<file path="config.mk">
export PLATFORM = sky130hd
export DESIGN_NAME = patch_window_generator
export DESIGN_NICKNAME = d
export VERILOG_FILES = /design/src/rtl/conv_pkg.sv /design/src/rtl/line_buffer.sv /design/src/rtl/patch_window_generator.sv
export SDC_FILE = /design/constraint.sdc
export NUM_CORES = 1
export LEC_CHECK = 0
export CAP_MARGIN = 15
export CORE_MARGIN = 8
export CORE_UTILIZATION = 49
export DETAILED_ROUTE_END_ITERATION = 10
export PLACE_DENSITY_LB_ADDON = 0.25
export RECOVER_POWER = 25
export SKIP_LAST_GASP = 1
export SLEW_MARGIN = 5
export SYNTH_ARGS = -nofsm -noshare
export SYNTH_HDL_FRONTEND = slang
export SYNTH_SLANG_ARGS = --single-unit
export TNS_END_PERCENT = 1
</file>
<file path="constraint.sdc">
create_clock -name clk -period 13.5 [get_ports clk]
set_input_delay 4.05 -clock clk [delete_from_list [all_inputs] [get_ports clk]]
set_output_delay 4.05 -clock clk [all_outputs]
set_load 0.05 [all_outputs]
</file>
<file path="src/rtl/conv_pkg.sv">
// Shared convolution datapath types: pixel/patch layout and window FSM states.
// Used by patch_window_generator and hadamard_product_unit.
package conv_pkg;
   localparam int WIDTH = 32;
   localparam int K     = 3;
   localparam int SIZE  = K * K;

   typedef logic [WIDTH-1:0] pixel_t;
   typedef pixel_t [SIZE-1:0] patch_t;

   typedef enum logic {
      FILL,
      STREAM
   } win_state_e;
endpackage

</file>
<file path="src/rtl/line_buffer.sv">
// One image row of pixels; read and write share an index, read returns old value.
// Ports: clk, we_i (write strobe), idx_i (column), wdata_i (new pixel), rdata_o (old pixel).
module line_buffer
   import conv_pkg::*;
#(
   parameter int DEPTH = 8
) (
   input  logic                     clk,
   input  logic                     we_i,
   input  logic [$clog2(DEPTH)-1:0] idx_i,
   input  logic [WIDTH-1:0]         wdata_i,
   output logic [WIDTH-1:0]         rdata_o
);
   pixel_t mem_q [DEPTH];

   // Asynchronous read: the value seen this cycle is the pre-write content.
   assign rdata_o = mem_q[idx_i];

   always_ff @(posedge clk) begin
      if (we_i) mem_q[idx_i] <= wdata_i;
   end
endmodule

</file>
<file path="src/rtl/patch_window_generator.sv">
// Turns a raster pixel stream into every valid 3x3 patch (no padding).
// Ports: clk, rst_n (sync, active-low), in_* pixel handshake, out_* patch handshake + out_last.
module patch_window_generator
   import conv_pkg::*;
#(
   parameter int IMG_W = 8,
   parameter int IMG_H = 8
) (
   input  logic                        clk,
   input  logic                        rst_n,
   input  logic [WIDTH-1:0]            in_pixel,
   input  logic                        in_valid,
   output logic                        in_ready,
   output logic [SIZE-1:0][WIDTH-1:0]  out_patch,
   output logic                        out_valid,
   input  logic                        out_ready,
   output logic                        out_last
);
   localparam int CW = $clog2(IMG_W);
   localparam int RW = $clog2(IMG_H);

   logic [CW-1:0] col_q;
   logic [RW-1:0] row_q;
   win_state_e    state_q;
   patch_t        win_q, win_d;
   patch_t        out_patch_q;
   logic          out_valid_q, out_last_q;
   pixel_t        lb0_rd, lb1_rd;
   logic          accept, col_wrap, row_wrap, emit;

   assign in_ready  = !out_valid_q || out_ready;
   assign accept    = in_valid && in_ready;
   assign col_wrap  = (col_q == CW'(IMG_W - 1));
   assign row_wrap  = (row_q == RW'(IMG_H - 1));
   assign emit      = accept && (state_q == STREAM) && (col_q >= CW'(2));

   assign out_patch = out_patch_q;
   assign out_valid = out_valid_q;
   assign out_last  = out_last_q;

   // lb0 holds the previous row, lb1 the one before; a pixel ages lb0 -> lb1.
   line_buffer #(.DEPTH(IMG_W)) u_lb0 (
      .clk     (clk),
      .we_i    (accept),
      .idx_i   (col_q),
      .wdata_i (in_pixel),
      .rdata_o (lb0_rd)
   );

   line_buffer #(.DEPTH(IMG_W)) u_lb1 (
      .clk     (clk),
      .we_i    (accept),
      .idx_i   (col_q),
      .wdata_i (lb0_rd),
      .rdata_o (lb1_rd)
   );

   // Shift left one column; new right column is {row r-2, row r-1, row r}.
   always_comb begin
      win_d = win_q;
      for (int dr = 0; dr < K; dr++) begin
         win_d[K*dr]     = win_q[K*dr + 1];
         win_d[K*dr + 1] = win_q[K*dr + 2];
      end
      win_d[2] = lb1_rd;
      win_d[5] = lb0_rd;
      win_d[8] = in_pixel;
   end

   // Window contents are data only; stale columns are never emitted.
   always_ff @(posedge clk) begin
      if (accept) win_q <= win_d;
   end

   always_ff @(posedge clk) begin
      if (!rst_n) begin
         col_q       <= '0;
         row_q       <= '0;
         state_q     <= FILL;
         out_patch_q <= '0;
         out_valid_q <= 1'b0;
         out_last_q  <= 1'b0;
      end else begin
         if (out_ready) out_valid_q <= 1'b0;
         if (accept) begin
            col_q <= col_wrap ? '0 : col_q + CW'(1);
            if (col_wrap) row_q <= row_wrap ? '0 : row_q + RW'(1);
            unique case (state_q)
               FILL:   if (col_wrap && row_q == RW'(1)) state_q <= STREAM;
               STREAM: if (col_wrap && row_wrap)        state_q <= FILL;
               default: state_q <= FILL;
            endcase
            if (emit) begin
               out_patch_q <= win_d;
               out_valid_q <= 1'b1;
               out_last_q  <= col_wrap && row_wrap;
            end
         end
      end
   end
endmodule

</file>
==> results.tsv, run 1 <==
stage	metric	value	unit
place	place_area	41010	um^2
clocking	cts_tree	built	
grt	grt_max_degree	214	
setup_path	crit_path_frequent_cell	clkdlybuf4s50_1	
place	place.port_buffers	326	
detailed_routing	viasPerCell	6.249	
power_and_ir_drop	power	0.006596	W
synth	ys_types	32	
synth	synth-edff-count	704	
synth	synth_area_per_cell	16.28	um^2
grt	grt_usage	21.70	%
grt	grt_antenna_before_repair	5	
run_status	violations	capacitance limit, slew limit	
setup_path	max_stage_delay	810	ps
clocking	cts_buffers	99	
clocking	clock_sinks	1004	
setup_path	setup.worst_path.end_class	primary output	
worst_hold_path	hold_start	win_d[52]	
synth	ys_top_cells_by_area	edfxtp_1, dfxtp_1, mux4_2	
power_and_ir_drop	p_sw_share	21.24	%
timing	holdWs	445.8	ps
synth	syn_nets	2330	
synth	ys_top_cells_by_count	edfxtp_1, dfxtp_1, a21oi_1, nand4_1, o31ai_1	
setup_path	cpLargestDelayFamily	buffers and inverters	
floorplanning	pin_count	327	
synth	netlist_area	37240	um^2
clocking	hold_buffers	0	
timing	fmax	0.09554	GHz
clocking	clk_pin_slew	60	ps
floorplanning	core	75570	um^2
timing	worst_slew_pin_slew	8835	ps
grt	grt_pass1_vias	22120	
setup_path	start_kind	primary input	
synth	synthCells	2288	
timing	hold_violations	0	
detailed_routing	num_vias	22370	
detailed_routing	ant_nets	0	
power_and_ir_drop	p_leak	13.60	nW
final_layout	finalNetCount	2557	
setup_path	crit_chain	clkdlybuf4s50_1 > nor2b_4 > buf_4 > inv_8 > clkdlybuf4s50_1	
job	timing.max_cap.violations	2	
clocking	clock_latency	660	ps
timing	rsz0062_at_grt	no	
setup_path	worstPathRequired	9450	ps
detailed_routing	drc	0	
clocking	cts_resized	0	
timing	period_needed	10470	ps
worst_hold_path	worst_hold_path_type	reg2reg	
timing	fin_tns_setup	0	ps
synth	synth-seq-cells	1004	
setup_path	critPathMaxFanout	64	
timing	min_period_over_period	77.53	%
clocking	postCtsSetupRepairBufs	0	
setup_path	crit_type	in2out	
grt	grt_pass1_wl	142100	um
place	hpwl	56080	um
timing	relSlewSlack	-489.0	%
final_layout	drive_gt1_share	13.03	%
floorplanning	chipWidth	291.7	um
final_layout	n_antenna_cell	0	
final_layout	syn_to_final_growth	19.35	%
clocking	root_buffer	clkbuf_16	
synth	yosysSeqAreaShare	72.90	%
timing	maxSlewViolCount	131	
timing	finClkSkew	56.48	ps
clocking	clk_path_buf_depth	3	
power_and_ir_drop	p_switching	0.001401	W
floorplanning	rows	101	
clocking	htree_levels	3	
timing	finalSetupViolCount	0	
grt	grt-ovfl-total	0	
setup_path	startpoint	out_ready	
floorplanning	fp.dieH	291.7	um
floorplanning	initial_core_util	49.28	%
power_and_ir_drop	power_density	148.4	nW/um^2
synth	synth_flop_cell	edfxtp_1	
power_and_ir_drop	clkPwrFrac	42.9	%
detailed_routing	first_pass_iters	7	
synth	yosysMostFrequentCell	edfxtp_1	
setup_path	crit_slowest_cell	clkdlybuf4s50_1	
final_layout	fin_area	44440	um^2
power_and_ir_drop	ir_drop	0.1036	mV
detailed_routing	drt-total-wl	96020	um
power_and_ir_drop	pwr-share-seq	52.4	%
place	gp_congestion	0.7959	
detailed_routing	drtIter0Drc	2294	
synth	yosys_warnings	0	
run_status	status	finished with violations	
synth	async_flop_share	0	%
power_and_ir_drop	intPower	0.005195	W
synth	netlist.top_cell.by_area	edfxtp_1	
detailed_routing	wire_per_inst	26.82	um
setup_path	rrSetupSlack	3590	ps
power_and_ir_drop	p_comb_share	4.6	%
synth	netlist.area_leader.share	56.77	%
setup_path	arrival	6420	ps
setup_path	path_buf_inv	4	
floorplanning	die_area	85070	um^2
## final timing paths
check | depth (start not counted) | end
worst min register to register | 0 | win_d[20]
worst min-delay path | 0 | win_d[20]
worst max register to register | 3 | win_d[135]
worst max-delay path | 5 | in_ready
## power by group through the flow
| stage | Sequential (W) | Clock [W] | Combinational [W] |
|---|---|---|---|
| after global placement | 0.00352 | 0 | 0.000298 |
| after floorplan | 0.00351 | 0 | 0.000186 |
| after CTS | 0.00346 | 0.00287 | 0.000306 |
| after detailed placement | 0.00352 | 0 | 0.000304 |
| final | 0.00346 | 0.00283 | 0.000306 |
| after global routing | 0.00346 | 0.00300 | 0.000325 |
## cells by family (layout without fill, tap and decap cells)
logic type	Yosys count	after routing	share of synthesized area, %
compound gates	531	531	9.391
fa+ha+maj	6	6	0.2016
buf+inv	240	554	3.000
flops	1004	1004	72.90
mux	192	192	9.677
simple gates	315	315	4.832
## state kept, by name (all words and copies together) (netlist names), named ones only
register / cells
out_patch: 288
u_lb0.mem_q: 256
u_lb1.mem_q: 256
win_d: 192
col_q: 3
row_q: 3
out_last: 1
out_valid: 1
state_q: 1
## per-stage QoR
| step | util, % | setup WS [ps] | instances |
|---|---|---|---|
| after floorplan | - | 2301 | 2288 |
| after global placement | 54.26 | 3092 | 3391 |
| after detailed placement | 54.26 | 3067 | 3391 |
| after CTS | 58.82 | 3068 | 3579 |
| after global routing | 58.81 | 1974 | 3580 |
| final | 58.81 | 3034 | 3580 |
## metal layers
metal | vias to the layer above | GRT usage [%] | routed length, um
li1 | 9754 | - | -
met5 | - | 0 | 0
met3 | 162 | 4.382 | 7439
met4 | 0 | 7.470 | 3064
met2 | 998 | 34.96 | 46040
met1 | 11460 | 29.48 | 39480
## layout make-up
| cell class | count | area (um^2) |
|---|---|---|
| Clock inverter | 44 | 529.3 |
| Timing Repair Buffer | 358 | 3530 |
| Multi-Input combinational cell | 1044 | 9037 |
| Clock buffer | 144 | 2914 |
| Fill cell | 5641 | 31130 |
| Tap cell | 978 | 1224 |
| Sequential cell | 1004 | 27150 |
| Inverter | 8 | 55.05 |
## worst reg2reg max path, cell delays in order, from the launching register on
cell and delay (ps):
dfxtp_1 1470, clkbuf_1 6270, mux4_2 1120, mux2_1 660
## cells in the final DEF, fill, tap and decap left out, drive strengths merged, types with 2 or more instances in the layout
cell and count:
clkdlybuf4s50 314, mux4 128, buf 31, clkinvlp 4, mux2 64, nand3 2
clkbuf 147, o2bb2ai 64, nor2 5, nand4 229, clkinv 26, bufinv 9
nand2b 2, o21ai 2, edfxtp 704, nor4 2, dlygate4sd3 10, o31ai 229
nand2 67, a21oi 232, ha 6, nor3 5, inv 13, dfxtp 300
(Power assumes the default switching activity.)
==> run 2: changes to the inputs <==
- clock period: 13.5 -> 8.6 ns (I/O delays scaled with it)
==> results.tsv, run 2 (synthesized netlist as in run 1, its figures left out) <==
stage	metric	value	unit	change
clocking	htree_levels	3		unchanged
setup_path	crit_slowest_cell	clkdlybuf4s50_1		
grt	grt_antenna_before_repair	1		-4
detailed_routing	num_vias	22270		-0.47%
floorplanning	initial_core_util	49.28	%	unchanged
floorplanning	rows	101		unchanged
grt	use_met1	30.76	%	+1.3 points
setup_path	setup.worst_path.end_class	primary output		
grt	global_route.usage.met2	34.99	%	about the same
setup_path	max_stage_delay	910	ps	+100 ps
worst_hold_path	worst_hold_path_type	reg2reg		
floorplanning	core	75570	um^2	unchanged
setup_path	critPathMaxFanout	87		+36%
timing	relSlewSlack	-124.5	%	+360 points
floorplanning	pin_count	327		unchanged
place	gp_congestion	0.7964		about the same
run_status	status	finished with violations		
timing	hold_violations	0		unchanged
place	place.port_buffers	326		unchanged
timing	rsz0062_at_grt	no		
detailed_routing	drtIter0Drc	2276		-0.78%
timing	finalSetupViolCount	0		unchanged
grt	use_met3	3.250	%	-1.1 points
setup_path	cpLargestDelayFamily	buffers and inverters		
run_status	violations	capacitance limit, slew limit		
detailed_routing	drt-total-wl	96690	um	+0.70%
timing	fin_tns_setup	0	ps	unchanged
grt	grt_usage	21.88	%	+0.18 points
final_layout	finalNetCount	2563		+0.23%
clocking	clk_path_buf_depth	3		unchanged
setup_path	start_kind	primary input		
clocking	cts_resized	0		unchanged
detailed_routing	viasPerCell	6.208		-0.66%
timing	finClkSkew	42.34	ps	-14.14 ps
clocking	postCtsSetupRepairBufs	0		unchanged
grt	gr-max-usage-layer	met2		
setup_path	path_buf_inv	3		-1
power_and_ir_drop	ir_drop	0.1830	mV	+77%
clocking	hold_buffers	0		unchanged
setup_path	crit_path_frequent_cell	clkdlybuf4s50_1		
setup_path	ff2ff_path_depth	4		+1
final_layout	n_antenna_cell	0		unchanged
floorplanning	fp.dieH	291.7	um	unchanged
final_layout	final_cell_mix	edfxtp_1, dfxtp_1, clkdlybuf4s50_1, a21oi_1, nand4_1		
detailed_routing	drc	0		unchanged
detailed_routing	wire_per_inst	26.96	um	+0.50%
power_and_ir_drop	p_leak	13.68	nW	+0.62%
timing	period_needed	7037	ps	
worst_hold_path	holdPathEnd	win_d[123]		
detailed_routing	first_pass_iters	7		unchanged
detailed_routing	ant_nets	0		unchanged
setup_path	crit_chain	clkdlybuf4s50_1 > nor2b_4 > inv_8 > clkdlybuf4s50_1		
grt	grt_max_degree	225		+5.1%
clocking	clk_pin_slew	60	ps	about the same
place	dpl.cell_count	3396		+0.15%
clocking	cts_buffers	101		+2.0%
final_layout	drive_gt1_share	14.14	%	+1.1 points
grt	grt_pass1_wl	143600	um	+1.1%
worst_hold_path	holdPathStages	0		unchanged
clocking	clock_sinks	1004		unchanged
final_layout	syn_to_final_growth	19.76	%	
grt	grt_pass1_vias	21880		-1.1%
setup_path	rrSetupSlack	1810	ps	-1780 ps
timing	min_period_over_period	81.82	%	
timing	maxSlewViolCount	131		unchanged
place	hpwl	56540	um	+0.82%
setup_path	worstPathRequired	6020	ps	-3430 ps
final_layout	largest_register_ffs	288		unchanged
setup_path	r2r-end	out_patch[180]		
clocking	cts_tree	built		
clocking	clock_latency	660	ps	about the same
floorplanning	chipWidth	291.7	um	unchanged
floorplanning	die_area	85070	um^2	unchanged
final_layout	final_common_cell	edfxtp_1		
clocking	root_buffer	clkbuf_16		
grt	grt-ovfl-total	0		unchanged
worst_hold_path	hold_start	win_d[155]		
power_and_ir_drop	power_density	234.9	nW/um^2	+58%
setup_path	crit_type	in2out		
final_layout	final_cell_count_no_fill	3587		+0.20%
setup_path	arrival	4460	ps	-1960 ps
timing	worst_slew_pin_slew	3367	ps	-5468 ps
job	timing.max_cap.violations	2		unchanged
timing	fmax	0.1421	GHz	
-- run 2: power by group --
group          switching, W  total, W  internal, W
sequential        0.0000717   0.00543      0.00536
combinational      0.000325  0.000469     0.000144
clock               0.00185   0.00458      0.00272
total               0.00225    0.0105      0.00823
-- run 2: area by class of cell --
class                           instances  area (um^2)
Inverter                                8        55.05
Clock inverter                         62        709.4
Timing Repair Buffer                  362         3592
Clock buffer                          129         2818
Fill cell                            5544        30970
Sequential cell                      1004        27150
Tap cell                              978         1224
Multi-Input combinational cell       1044         9046
-- run 2: routing by layer --
layer | routed length, um | up-vias | part of all wire (%)
met5 | 0 | - | 0
met4 | 2990 | 0 | 3.1
met3 | 6358 | 157 | 6.6
met2 | 46320 | 968 | 48
met1 | 41020 | 11420 | 42
li1 | - | 9728 | -
-- run 2: worst max path at each step --
stage	start	end	slack, ps	cells after the start
after floorplan	out_ready	u_lb0.mem_q[1][0]	440	6
after global placement	out_ready	in_ready	1520	4
after detailed placement	out_ready	in_ready	1530	4
after CTS	out_ready	in_ready	1540	4
after global routing	register	out_patch[180]	860	4
final	out_ready	in_ready	1560	4
-- run 2: through the flow --
stage	setup WS, ps	power [W]	utilization [%]	cell area (um^2)	hold WS (ps)
after global routing	861.3	0.01077	59.01	44600	452.4
final	1563	0.01048	59.01	44600	449.2
after detailed placement	1534	0.006012	54.37	41090	433.2
after global placement	1520	0.005995	54.37	41090	430.5
after floorplan	441.3	0.005793	-	37240	426.0
after CTS	1542	0.01056	59.04	44610	447.0
-- run 2: worst register-to-register path: cells and delay by family, from the launching register on --
kind | cells | cell delay, ps
mux | 2 | 1400
compound gates | 1 | 230
flops | 1 | 2330
buf+inv | 1 | 2670
